==> src/rtl/tm1638_seq.sv <==
// tm1638_seq: write-only frame sequencer for a TM1638 LED/7-segment board.
// On a start request the display inputs are snapshotted as one 152-bit
// serial stream (data command, address block, display control). The stream
// is then shifted LSB first onto the STB/CLK/DIO pins. Re-sends happen on an
// update request, a queued request, or a periodic refresh timer.
module tm1638_seq #(
  parameter int HALF    = 25,        // system clocks per serial half-bit
  parameter int GAP     = 2,         // half-bits STB stays high between frames
  parameter int REFRESH = 5_000_000  // idle clocks between auto re-sends, 0 = off
) (
  input  logic        clk_50M,
  input  logic        rst,
  input  logic        update,
  input  logic [31:0] digits,
  input  logic [7:0]  dp,
  input  logic [7:0]  blank,
  input  logic [7:0]  leds,
  input  logic [2:0]  bright,
  input  logic        disp_on,
  output logic        busy,
  output logic        done,
  output logic        stb,
  output logic        clk,
  output logic        dio
);

  localparam int NBITS = 152;
  localparam int TW    = $clog2(GAP * HALF + 1);
  localparam int RW    = (REFRESH > 1) ? $clog2(REFRESH) : 1;

  localparam logic [TW-1:0] HALF_M1  = TW'(HALF - 1);
  localparam logic [TW-1:0] GAP_M1   = TW'(GAP * HALF - 1);
  localparam logic [RW-1:0] REF_LAST = RW'((REFRESH > 0) ? REFRESH - 1 : 0);

  // Last bit index of each frame, and the index one past the whole stream.
  localparam logic [7:0] F0_END = 8'd7;
  localparam logic [7:0] F1_END = 8'd143;
  localparam logic [7:0] F2_END = 8'd151;
  localparam logic [7:0] ALL_DONE = 8'd152;

  typedef enum logic [2:0] {
    S_IDLE,
    S_STB_LO,
    S_BIT_LO,
    S_BIT_HI,
    S_STB_HI,
    S_FIN
  } state_e;

  state_e           state_q, state_d;
  logic [TW-1:0]    tmr_q, tmr_d;
  logic [7:0]       idx_q, idx_d;
  logic [NBITS-1:0] stream_q, stream_d;
  logic             pend_q;
  logic [RW-1:0]    ref_q;
  logic             stb_q, stb_d;
  logic             clk_q, clk_d;
  logic             dio_q, dio_d;
  logic             start;
  logic             ref_hit;
  logic             tmr_zero;
  logic             frame_end;

  // Segment pattern for one hex digit, bit 0 = segment a.
  function automatic logic [6:0] hex7(input logic [3:0] d);
    logic [6:0] s;
    case (d)
      4'h0: s = 7'h3F;
      4'h1: s = 7'h06;
      4'h2: s = 7'h5B;
      4'h3: s = 7'h4F;
      4'h4: s = 7'h66;
      4'h5: s = 7'h6D;
      4'h6: s = 7'h7D;
      4'h7: s = 7'h07;
      4'h8: s = 7'h7F;
      4'h9: s = 7'h6F;
      4'hA: s = 7'h77;
      4'hB: s = 7'h7C;
      4'hC: s = 7'h39;
      4'hD: s = 7'h5E;
      4'hE: s = 7'h79;
      default: s = 7'h71;
    endcase
    return s;
  endfunction

  assign ref_hit   = (REFRESH != 0) && (ref_q == REF_LAST);
  assign tmr_zero  = (tmr_q == '0);
  assign frame_end = (idx_q == F0_END) || (idx_q == F1_END) || (idx_q == F2_END);

  // Encode the live inputs into the serial stream; bit 0 is sent first.
  always_comb begin
    stream_d = '0;
    stream_d[7:0]  = 8'h40;
    stream_d[15:8] = 8'hC0;
    for (int i = 0; i < 8; i++) begin
      stream_d[16 + 16*i +: 8] = blank[i] ? 8'h00 : {dp[i], hex7(digits[4*i +: 4])};
      stream_d[24 + 16*i +: 8] = {7'b0, leds[i]};
    end
    stream_d[151:144] = {4'b1000, disp_on, bright};
  end

  // Next state, half-bit timer and bit index.
  always_comb begin
    state_d = state_q;
    tmr_d   = tmr_q;
    idx_d   = idx_q;
    start   = 1'b0;
    case (state_q)
      S_IDLE: begin
        if (update || pend_q || ref_hit) begin
          start   = 1'b1;
          state_d = S_STB_LO;
          tmr_d   = HALF_M1;
          idx_d   = '0;
        end
      end
      S_STB_LO: begin
        if (tmr_zero) begin
          state_d = S_BIT_LO;
          tmr_d   = HALF_M1;
        end else begin
          tmr_d = tmr_q - TW'(1);
        end
      end
      S_BIT_LO: begin
        if (tmr_zero) begin
          state_d = S_BIT_HI;
          tmr_d   = HALF_M1;
        end else begin
          tmr_d = tmr_q - TW'(1);
        end
      end
      S_BIT_HI: begin
        if (tmr_zero) begin
          idx_d = idx_q + 8'd1;
          if (frame_end) begin
            state_d = S_STB_HI;
            tmr_d   = GAP_M1;
          end else begin
            state_d = S_BIT_LO;
            tmr_d   = HALF_M1;
          end
        end else begin
          tmr_d = tmr_q - TW'(1);
        end
      end
      S_STB_HI: begin
        if (tmr_zero) begin
          if (idx_q == ALL_DONE) begin
            state_d = S_FIN;
          end else begin
            state_d = S_STB_LO;
            tmr_d   = HALF_M1;
          end
        end else begin
          tmr_d = tmr_q - TW'(1);
        end
      end
      S_FIN:   state_d = S_IDLE;
      default: state_d = S_IDLE;
    endcase
  end

  // Pin levels follow the state being entered, so the pins are registered
  // and change together with the state. DIO is loaded on entry to BIT_LO and
  // held through BIT_HI; outside a frame it idles high.
  always_comb begin
    stb_d = !(state_d inside {S_STB_LO, S_BIT_LO, S_BIT_HI});
    clk_d = (state_d != S_BIT_LO);
    case (state_d)
      S_BIT_LO: dio_d = stream_q[idx_d];
      S_BIT_HI: dio_d = dio_q;
      default:  dio_d = 1'b1;
    endcase
  end

  // Sequencer state, snapshot and pin registers.
  always_ff @(posedge clk_50M) begin
    if (rst) begin
      state_q  <= S_IDLE;
      tmr_q    <= '0;
      idx_q    <= '0;
      stream_q <= '0;
      stb_q    <= 1'b1;
      clk_q    <= 1'b1;
      dio_q    <= 1'b1;
    end else begin
      state_q <= state_d;
      tmr_q   <= tmr_d;
      idx_q   <= idx_d;
      stb_q   <= stb_d;
      clk_q   <= clk_d;
      dio_q   <= dio_d;
      if (start) stream_q <= stream_d;
    end
  end

  // One-deep request queue: an update while busy is served after done.
  always_ff @(posedge clk_50M) begin
    if (rst) begin
      pend_q <= 1'b0;
    end else if (state_q != S_IDLE && update) begin
      pend_q <= 1'b1;
    end else if (start) begin
      pend_q <= 1'b0;
    end
  end

  // Refresh timer counts idle cycles only and restarts with every sequence.
  always_ff @(posedge clk_50M) begin
    if (rst) begin
      ref_q <= '0;
    end else if (state_q == S_IDLE) begin
      ref_q <= start ? '0 : ref_q + RW'(1);
    end
  end

  assign busy = (state_q != S_IDLE);
  assign done = (state_q == S_FIN);
  assign stb  = stb_q;
  assign clk  = clk_q;
  assign dio  = dio_q;

endmodule

==> config.mk <==
export PLATFORM = sky130hd
export DESIGN_NAME = tm1638_seq
export DESIGN_NICKNAME = d
export VERILOG_FILES = /design/src/rtl/tm1638_seq.sv
export SDC_FILE = /design/constraint.sdc
export NUM_CORES = 1
export LEC_CHECK = 0
export CORE_ASPECT_RATIO = 1.2
export CORE_MARGIN = 4
export CORE_UTILIZATION = 60
export DETAILED_ROUTE_END_ITERATION = 10
export DONT_BUFFER_PORTS = 1
export PLACE_DENSITY = 0.78
export SLEW_MARGIN = 20
export SYNTH_ARGS = -nofsm -noshare
export SYNTH_HDL_FRONTEND = slang
export SYNTH_SLANG_ARGS = --single-unit
export TNS_END_PERCENT = 1
==> constraint.sdc <==
create_clock -name clk_50M -period 5.35 [get_ports clk_50M]
set_input_delay 1.07 -clock clk_50M [delete_from_list [all_inputs] [get_ports clk_50M]]
set_output_delay 1.07 -clock clk_50M [all_outputs]
set_load 0.03 [all_outputs]
Word-level counts from Yosys, hierarchy flattened
Memories as Yosys holds them, arrays and structs flattened.
Index checks and enable logic that the tools add are counted.
{"block": "word_totals", "memories": 8, "elab_cells": 85, "regBits": 124, "output_inout_bits": 5, "mem_bits_ro": 896}
{"block": "classes", "addsub": 3, "muxes": 34, "eq_ne": 16, "magnitude_cmp": 1, "reduce_logical": 14}
{"memory": "(name not given)", "words": 16, "width": 7, "rd": 1, "rd_ports_with_merged_regs": 0, "wr": 0, "line": "67", "text": "case (d)"}
{"memory": "(name not given)", "words": 16, "width": 7, "rd": 1, "rd_ports_with_merged_regs": 0, "wr": 0, "line": "67"}
{"memory": "(name not given)", "words": 16, "width": 7, "rd": 1, "rd_ports_with_merged_regs": 0, "wr": 0, "line": "67"}
{"memory": "(name not given)", "words": 16, "width": 7, "rd": 1, "rd_ports_with_merged_regs": 0, "wr": 0, "line": "67"}
{"memory": "(name not given)", "words": 16, "width": 7, "rd": 1, "rd_ports_with_merged_regs": 0, "wr": 0, "line": "67"}
{"memory": "(name not given)", "words": 16, "width": 7, "rd": 1, "rd_ports_with_merged_regs": 0, "wr": 0, "line": "67"}
{"memory": "+2 memories"}
{"cell": "2-to-1 mux 8 bit", "n": 10}
{"cell": "2-to-1 mux 6 bit", "n": 6}
{"cell": "equality test 8 bit, second input constant", "n": 3}
{"cell": "one-hot mux 6 bit (4 select lines)", "n": 1}
{"cell": "adder 23 x 1 -> 23 bit, second input constant", "n": 1}
{"cell": "equality test 23 bit, second input constant", "n": 1}
{"cell": "2-to-1 mux 23 bit", "n": 1}
{"cell": "2-to-1 mux 3 bit", "n": 7}
{"cell": "one-hot mux 8 bit (2 select lines)", "n": 1}
{"cell": "one-hot mux 3 bit (5 select lines)", "n": 1}
{"cell": "equality test 3 x 2 -> 1 bit, second input constant", "n": 4}
{"cell": "less-than comparator 8 x 9 -> 1 bit, second input constant", "n": 1}
{"cell": "adder 8 x 1 -> 8 bit, second input constant", "n": 1}
{"cell": "binary-select mux 1 bit (select 8 bit)", "n": 1}
{"cell": "equality test 8 x 3 -> 1 bit, second input constant", "n": 1}
{"cell": "equality test 3 x 1 -> 1 bit, second input constant", "n": 2}
{"cell": "equality test 3 bit, second input constant", "n": 2}
{"cell": "logical NOT 6 bit", "n": 1}
{"cell": "nonzero test 3 bit", "n": 2}
{"cell": "subtractor 6 x 1 -> 6 bit, second input constant", "n": 1}
{"cell": "2-to-1 mux 1 bit", "n": 5}
{"cell": "logical OR 1 bit", "n": 4}
{"cell": "nonzero test 4 bit", "n": 1}
{"cell": "logical NOT 3 bit", "n": 1}
{"cell": "9 further kinds", "n": 9}

Longest topological paths before layout
Gate-level depths: netlist of the first run.
{"block": "logic_depth", "ltp_word": 9, "mapped_depth": 15, "ltp_nobuf": 11}

Least setup slack after synthesis of the first run
No wires, ideal clock.
{"block": "synth_path", "path_type": "input-to-reg", "startpoint": "input update", "endpoint": "register dio_q, in the netlist dio", "setup_time_ns": 0.123, "t_arrival_ns": 2.986, "required_time_ns": 5.227, "slack_ns": 2.241, "path_stages": 11, "path_cell_list": "or2_2 -> a21oi_1 -> o211ai_1 -> and2_1 -> buf_2 -> buf_2 -> a2111oi_0 -> nor2_1 -> a211o_1 -> o2111ai_1 -> o2bb2ai_1"}
{"block": "synth_via", "elab_chain_cells": 7}
{"element": "from (decl)", "line": "13", "text": "input logic update,"}
{"element": "logical OR 1 bit (*) (2 in a row)", "line": "112", "text": "if (update || pend_q || ref_hit) begin"}
{"element": "2-to-1 mux 8 bit", "line": "112"}
{"element": "one-hot mux 8 bit (2 select lines)", "line": "110", "text": "case (state_q)"}
{"element": "binary-select mux 1 bit (select 8 bit)", "line": "173", "text": "S_BIT_LO: dio_d = stream_q[idx_d];"}
{"element": "2-to-1 mux 1 bit (implied by the code)", "line": "173"}
{"element": "one-hot mux 1 bit (2 select lines)", "line": "172", "text": "case (state_d)"}
{"element": "to (signal assigned)", "line": "195", "text": "dio_q <= dio_d;"}
{"element": "to (decl)", "line": "58", "text": "logic dio_q, dio_d;"}
Mark *: on every way between the ends. The rest lies on a longest branch, timed or not. The select of a mux whose other input is x is not followed.
A chain may end at the register's enable or synchronous reset.

Final worst setup path of the first run
{"block": "layout_path", "startpoint": "register tmr_q[0]", "endpoint": "register dio_q, in the netlist dio"}
{"block": "layout_via", "elab_chain_cells": 6}
{"element": "from (decl)", "line": "51", "text": "logic [TW-1:0] tmr_q, tmr_d;"}
{"element": "from (signal assigned)", "line": "191", "text": "tmr_q <= tmr_d;"}
{"element": "logical NOT 6 bit (*)", "line": "89", "text": "assign tmr_zero = (tmr_q == '0);"}
{"element": "2-to-1 mux 8 bit", "line": "136", "text": "if (tmr_zero) begin"}
{"element": "one-hot mux 8 bit (2 select lines)", "line": "110"}
{"element": "binary-select mux 1 bit (select 8 bit)", "line": "173"}
{"element": "2-to-1 mux 1 bit (implied by the code)", "line": "173"}
{"element": "one-hot mux 1 bit (2 select lines)", "line": "172"}
Marks and branches as above.

==> impl_metrics.ini, run 1 <==
[routing]
wl_per_cell_um = 16.01
wl_mm = 17.90
vias_per_cell = 6.077
ant_nets = 0
firstDrtPassIters = 7
vias = 6794
post-route-drc-count = 0
first_iter_violations = 664

[sta]
fmax_ghz = 0.2703
rsz0062_at_grt = false
finalClockSkew_ns = 0.006788
setup_viol = 0
relSlewSlack_pct = 45.33
hold_viol = 0
finalCritPeriodShare_pct = 69.16
finalWorstPathRequiredPeriod_ns = 3.700
fin_setup_tns_ns = 0
worstMarginPinSlew_ns = 0.8145
drv_slew = 0

[floorplan]
die_area_um2 = 14560
num_rows = 44
coreArea_um2 = 12280
dieWidth_um = 110.8
die_h_um = 131.4
ios = 68
initial_utilization_pct = 62.02

[layout]
drive_gt1_share_pct = 6.792
final_common_cell = nor2_1
post-route-util_pct = 66.90
final_cell_mix = nor2_1 (136), dfxtp_1 (121), a21oi_1 (115)
area_growth_pct = 7.872
antenna_cells = 0
nNetsFinal = 1051

[setup_path]
startpoint_type = register
r2r_cells = 11
r2r_slack_ns = 1.65
cp_max_fo = 16
worstPathRequired_ns = 5.70
critPathCaptureType = register
cp.arrival_ns = 4.05
crit_type = register to register

[yosys]
synth_ff_type = dfxtp_1
syn_area_um2 = 7614
yosysSeqAreaShare_pct = 31.82
async_flop_share_pct = 0
synth_edf_count = 0
syn_area_per_cell_um2 = 7.690
syn_nets = 1097
yosysWarnings = 0
synthCells = 990
synth_cell_type_count = 66
ys_seq_elements = 121

[clocking]
postCtsSetupRepairBufs = 0
cts_buffer_depth = 2
htreeDepth = 4
ctsHoldBuffers = 0
cts.repair.resized = 0
cts_inserted_buffers = 17
cts_root_buf = clkbuf_16
cts.sinks = 121
cts.reportedPaths.clkPinSlew_ns = 0.05
clk-insertion-delay-late_ns = 0.42
cts_tree = done

[power_and_ir_drop]
p_leak_nw = 3.114
ir_drop_mv = 0.3130
p_per_area_nw_per_um2 = 405.0

[placement]
numPortBuffers = 0
place_congestion = 0.9058
dp_hpwl_mm = 12.24

[grt]
grt_first_pass_wirelength_mm = 29.59
grt_pass1_vias = 6245
grt-ovfl-total = 0
antenna_found_initial = 0
track_usage_pct = 24.13
grt_start_max_net_pins = 99

[run]
cap_violations = 0

[hold_path]
hp-class = register to register
hold_depth = 2

[status]
status = finished, final reports clean
==> cells in the mapped netlist, types with 10 or more instances <==
master / instances / area, um2
and3_1: 11 / 68.82
o21ai_0: 15 / 75.07
nand4_1: 11 / 68.82
inv_1: 38 / 142.6
nor2_1: 136 / 510.5
nand3_1: 18 / 90.09
nand3b_1: 10 / 75.07
clkbuf_1: 49 / 183.9
nor3b_1: 10 / 75.07
o211ai_1: 15 / 112.6
mux2i_1: 25 / 250.2
a21oi_1: 115 / 575.6
a211oi_1: 16 / 120.1
dfxtp_1: 121 / 2422
a31oi_1: 19 / 118.9
nor3_1: 44 / 220.2
a2111oi_0: 16 / 140.1
nand2_1: 115 / 431.7
ha_1: 44 / 550.5
xor2_1: 17 / 148.9
==> area by class of cell <==
type	count	area, um2
flip-flops and latches	121	2422
clock inverters	14	227.7
multi-input cells	762	4760
fillers	1044	4064
clock buffers	18	429.2
inverters	38	142.6
well taps	161	201.4
repair buffers	4	30.03
==> stage by stage <==
step / worst slack [ns] / power (mW) / instance area [um2] / cells / hold slack, ns
final: 1.650 / 3.326 / 8213 / 1118 / 0.4542
after global routing: 1.358 / 3.512 / 8213 / 1118 / 0.4622
after CTS: 1.721 / 3.337 / 8213 / 1118 / 0.4486
after detailed placement: 1.734 / 2.062 / 7556 / 1086 / 0.4408
after global placement: 1.794 / 2.042 / 7556 / 1086 / 0.4390
after floorplan: 2.241 / 1.907 / 7614 / 990 / 0.4298
==> worst max-delay path, cell delays in order (launching register included) <==
cell       delay [ns]
dfxtp_1          0.33
inv_1            0.06
ha_1             0.20
or4b_1           0.60
or2_0            0.46
a21oi_2          0.36
and2_1           0.57
a211oi_1         0.15
a2111oi_0        0.40
a2bb2oi_1        0.21
o2111ai_1        0.14
o2bb2ai_1        0.15
==> final timing paths <==
kind | start | to
max | tmr_q[0]$_SDFFE_PP0P_ | dio$_SDFFE_PP1P_
min | stream_q[147]$_SDFFE_PP0P_ | stream_q[147]$_SDFFE_PP0P_
max reg2reg | tmr_q[0]$_SDFFE_PP0P_ | dio$_SDFFE_PP1P_
min reg2reg | stream_q[147]$_SDFFE_PP0P_ | stream_q[147]$_SDFFE_PP0P_
==> registers in the layout (all words and copies together) (netlist names) <==
| signal | cells |
|---|---|
| dio | 1 |
| state_q | 3 |
| clk | 1 |
| ref_q | 23 |
| stb | 1 |
| idx_q | 8 |
| stream_q | 77 |
| pend_q | 1 |
| tmr_q | 6 |
==> logic make-up after synthesis <==
| group | Yosys count | synth area share [%] |
|---|---|---|
| fa+ha+maj | 44 | 7.231 |
| compound gates | 246 | 20.74 |
| xor+xnor | 23 | 2.646 |
| flops | 121 | 31.82 |
| mux | 39 | 6.541 |
| buf+inv | 107 | 5.768 |
| simple gates | 410 | 25.26 |
==> layer usage <==
layer / up-vias / GRT usage [%] / part of all wire, %
met5: - / 0 / 0
met4: 0 / 9.309 / 2.4
met3: 31 / 5.704 / 5.2
met2: 184 / 40.69 / 49
met1: 3151 / 29.87 / 44
li1: 3428 / - / -
==> where the power goes <==
group	switching [mW]	internal (mW)	leakage, nW	total (mW)
clock	0.400	0.867	0.315	1.27
combinational	0.579	0.302	1.81	0.881
sequential	0.129	1.05	0.986	1.18
No activity file was read; power rests on OpenSTA's default activity.
==> run 2, diff against run 1 <==
- CORE_UTILIZATION: 60 -> 58
- clock period: 5.35 -> 3.2 ns (I/O delays scaled with it)
==> impl_metrics.ini, run 2 (same netlist as run 1, synthesis figures left out) <==
[sta]
drv_slew = 0
finalCritPeriodShare_pct = 95.06
finalClockSkew_ns = 0.01400
hold_viol = 0
fin_ws_ns = 0.1581
relSlewSlack_pct = 52.77
fmax_ghz = 0.3287
worstMarginPinSlew_ns = 0.7011
fin_setup_tns_ns = 0
finalWorstPathRequiredPeriod_ns = 3.042
setup_viol = 0

[layout]
fin_area_um2 = 8534
fillCellCount = 1050
final_cell_mix = nor2_1 (136), dfxtp_1 (121), a21oi_1 (115)
top_register = stream_q
nNetsFinal = 1086
antenna_cells = 0
seq_area_um2 = 2422
top_regs = stream_q x77, ref_q x23, idx_q x8
drive_gt1_share_pct = 11.82
final_cells = 1154
largest_register_ffs = 77
multiInputGateArea_um2 = 4867
area_growth_pct = 12.10
final_common_cell = nor2_1
post-route-util_pct = 66.77

[routing]
post-route-drc-count = 0
vias = 6986
vias_per_cell = 6.054
firstDrtPassIters = 6
wl_per_cell_um = 15.66
first_iter_violations = 487
ant_nets = 0
wl_mm = 18.07

[grt]
grt_start_max_net_pins = 99
grt_first_pass_wirelength_mm = 30.17
antenna_found_initial = 0
grt_pass1_vias = 6519
track_usage_pct = 24.05
grt-ovfl-total = 0

[floorplan]
ios = 68
coreArea_um2 = 12780
die_h_um = 133.5
die_area_um2 = 15030
num_rows = 45
initial_utilization_pct = 59.57
dieWidth_um = 112.6

[setup_path]
cp.arrival_ns = 3.35
critPathCaptureType = register
worstPathRequired_ns = 3.51
crit_type = register to register
cp_max_fo = 11
startpoint_type = register

[status]
status = finished, final reports clean

[clocking]
cts_inserted_buffers = 17
cts.reportedPaths.clkPinSlew_ns = 0.05
cts_tree = done
cts_buffer_depth = 2
clk-insertion-delay-late_ns = 0.43
cts_root_buf = clkbuf_16
cts.sinks = 121
htreeDepth = 4

[placement]
numPortBuffers = 0
place_congestion = 0.8983
dpl_cell_area_um2 = 7840
post-place-cells = 1123
dp_slack_ns = 0.06996
dp_hpwl_mm = 12.69

[power_and_ir_drop]
p_per_area_nw_per_um2 = 633.8
p_leak_nw = 3.270
ir_drop_mv = 0.5612

[run]
cap_violations = 0

[hold_path]
hp-class = input port to register
-- run 2: cell count changes in the layout (fill, tap and decap cells not counted), sizes merged --
cell	change
buf	+35
clkbuf	+2
clkinvlp	-2
bufinv	-4
clkinv	+2
-- run 2: worst paths after layout --
kind	from	slack, ns	end	depth (start not counted)
setup / recovery	tmr_q[0]$_SDFFE_PP0P_	0.16	dio$_SDFFE_PP1P_	13
hold / removal	rst	0.30	state_q[2]$_SDFF_PP0_	1
setup reg to reg	tmr_q[0]$_SDFFE_PP0P_	0.16	dio$_SDFFE_PP1P_	13
hold reg to reg	stream_q[54]$_SDFFE_PP0P_	0.45	stream_q[54]$_SDFFE_PP0P_	2
-- run 2: per-stage QoR --
step / hold slack [ns] / power, mW
2_1_floorplan: 0.4298 / 3.189
3_3_place_gp: 0.4389 / 3.541
6_report: 0.2954 / 5.409
5_1_grt: 0.2802 / 5.742
4_1_cts: 0.2844 / 5.386
3_5_place_dp: 0.4410 / 3.560
-- run 2: routing by layer --
metal | vias up | share of wire, % | GRT usage (%)
li1 | 3510 | - | -
met1 | 3238 | 43 | 29.63
met2 | 194 | 49 | 40.05
met3 | 44 | 5.1 | 5.861
met4 | 0 | 2.9 | 9.953
met5 | - | 0 | 0
-- run 2: area by class of cell --
class | instances | share of cell area (%)
clock inverters | 10 | 1.202
flip-flops and latches | 121 | 28.38
multi-input cells | 762 | 57.03
repair buffers | 39 | 3.958
inverters | 38 | 1.671
well taps | 164 | 2.404
clock buffers | 20 | 5.351
-- run 2: timing repair --
action                                  in CTS  in global routing
resized for setup                            0                 32
hold buffers                                 0                  0
endpoints found under the setup margin       0                  1
setup buffers                                0                  1
-- run 2: power by group --
| part | switching, mW | internal, mW | leakage [nW] |
|---|---|---|---|
| logic | 1.02 | 0.624 | 2.00 |
| clock network | 0.653 | 1.16 | 0.281 |
| registers | 0.196 | 1.75 | 0.986 |
-- run 2: worst max-delay path, stage by stage (launching register included) --
cell and delay (ns):
dfxtp_1 0.31, inv_1 0.06, ha_2 0.19, or4b_4 0.50, or2_1 0.29, a21oi_2 0.30
nand2_2 0.15, buf_12 0.18, buf_4 0.15, mux2_2 0.27, a21oi_1 0.17, a2bb2oi_2 0.07
o2111ai_1 0.20, o2bb2ai_1 0.09
==> run 3, diff against run 2 <==
- CAP_MARGIN: unset -> 20
- GPL_ROUTABILITY_DRIVEN: unset -> 0
==> impl_metrics.ini, run 3 (same netlist as run 1, synthesis figures left out) <==
[routing]
wl_mm = 18.75
vias = 7049
firstDrtPassIters = 5
post-route-drc-count = 0
first_iter_violations = 444
ant_nets = 0
vias_per_cell = 6.114
wl_per_cell_um = 16.26

[setup_path]
r2r_slack_ns = 0.07
cp.arrival_ns = 3.43
reg2reg_to = dio$_SDFFE_PP1P_
cp_slowest_cell = or4_1
worstPathCellList = inv_1 > ha_4 > or4b_4 > buf_4 > or4_1 > o21ai_2 > a21oi_1 > buf_4 > nand3_1 > a31oi_1 > a41o_1 > nor4_1 > o2bb2ai_1
worstPathRequired_ns = 3.50
startpoint_type = register
critPathMostFrequentCell = buf_4
cp_max_fo = 9
critPathCaptureType = register
crit_type = register to register
r2r_start = tmr_q[0]$_SDFFE_PP0P_
r2r_cells = 13
slowest_delay_ns = 0.55

[clocking]
cts_inserted_buffers = 17
cts.sinks = 121
cts_buffer_depth = 2
clk-insertion-delay-late_ns = 0.42
htreeDepth = 4
cts_root_buf = clkbuf_16
cts_tree = done
ctsHoldBuffers = 0
cts.reportedPaths.clkPinSlew_ns = 0.06

[placement]
numPortBuffers = 0
post-place-cells = 1116
dp_hpwl_mm = 12.53

[layout]
antenna_cells = 0
final_cells = 1153
top_register = stream_q
drive_gt1_share_pct = 11.12
final_common_cell = nor2_1
final_cell_mix = nor2_1 (135), dfxtp_1 (121), a21oi_1 (115)
area_growth_pct = 13.49
post-route-util_pct = 67.61
nNetsFinal = 1083
largest_register_ffs = 77
top_regs = stream_q x77, ref_q x23, idx_q x8

[power_and_ir_drop]
p_leak_nw = 3.301
ir_drop_mv = 0.6519
p_per_area_nw_per_um2 = 677.8
report.power.total_mw = 5.857

[run]
cap_violations = 0

[floorplan]
die_area_um2 = 15030
coreArea_um2 = 12780
num_rows = 45
die_h_um = 133.5
initial_utilization_pct = 59.57
ios = 68
dieWidth_um = 112.6

[status]
status = finished, final reports clean

[sta]
setup_viol = 0
hold_viol = 0
finalClockSkew_ns = 0.01167
fin_setup_tns_ns = 0
fmax_ghz = 0.3196
worstMarginPinSlew_ns = 0.7165
finalWorstPathRequiredPeriod_ns = 3.129
hold_slack_ns = 0.2925
relSlewSlack_pct = 51.73
finalCritPeriodShare_pct = 97.79
drv_slew = 0

[grt]
track_usage_pct = 24.31
grt_start_max_net_pins = 99
antenna_found_initial = 0
grt_first_pass_wirelength_mm = 30.50
grt-ovfl-total = 0
grt_pass1_vias = 6547

[hold_path]
hold_path_end = ref_q[0]$_SDFFE_PP0P_
hold_depth = 1
worstHoldStart = rst
hp-class = input port to register
run 3: layer usage:
| metal | part of all wire [%] | global-route usage (%) | up-vias |
|---|---|---|---|
| li1 | - | - | 3504 |
| met1 | 42 | 29.34 | 3294 |
| met2 | 50 | 41.67 | 197 |
| met3 | 4.7 | 5.225 | 54 |
| met4 | 3.3 | 10.15 | 0 |
| met5 | 0 | 0 | - |
run 3: power by group:
group / internal (mW) / switching, mW
Sequential: 1.75 / 0.215
Combinational: 0.604 / 1.03
Clock: 1.58 / 0.679
run 3: stage by stage:
stage / area, um2 / worst slack, ns
5_1_grt: 8641 / -0.04467
2_1_floorplan: 7614 / 0.2528
4_1_cts: 8487 / 0.02683
3_5_place_dp: 7775 / 0.03674
3_3_place_gp: 7775 / 0.1455
6_report: 8641 / 0.07066
run 3: area by class of cell:
type	instances	area, um2
fillers	1041	4140
inverters	38	142.6
well taps	164	205.2
multi-input cells	762	4870
flip-flops and latches	121	2422
clock inverters	12	244.0
repair buffers	36	300.3
clock buffers	20	456.7
run 3: what timing repair did:
action | CTS | global route
setup buffers | 0 | 4
gates cloned | 0 | 1
endpoints found under the setup margin | 1 | 1
pin swaps | 0 | 4
resized for setup | 2 | 22
run 3: worst max-delay path: cells and delay by family, from the launching register on:
kind,cells,cell delay [ns]
and+or+nand+nor,4,1.45
AOI/OAI and AO/OA,5,0.61
buffers and inverters,3,0.48
DFF,1,0.33
adders and majority gates,1,0.16
run 3: how the worst max path moves through the flow:
stage	slack, ns	start	cells past startpoint	end
after floorplan	0.25	tmr_q[0]$_SDFFE_PP0P_	14	dio$_SDFFE_PP1P_
after global placement	0.15	tmr_q[0]$_SDFFE_PP0P_	13	dio$_SDFFE_PP1P_
after detailed placement	0.04	tmr_q[0]$_SDFFE_PP0P_	13	dio$_SDFFE_PP1P_
after CTS	0.03	tmr_q[0]$_SDFFE_PP0P_	13	dio$_SDFFE_PP1P_
after global routing	-0.04	tmr_q[0]$_SDFFE_PP0P_	13	dio$_SDFFE_PP1P_
final	0.07	tmr_q[0]$_SDFFE_PP0P_	13	dio$_SDFFE_PP1P_
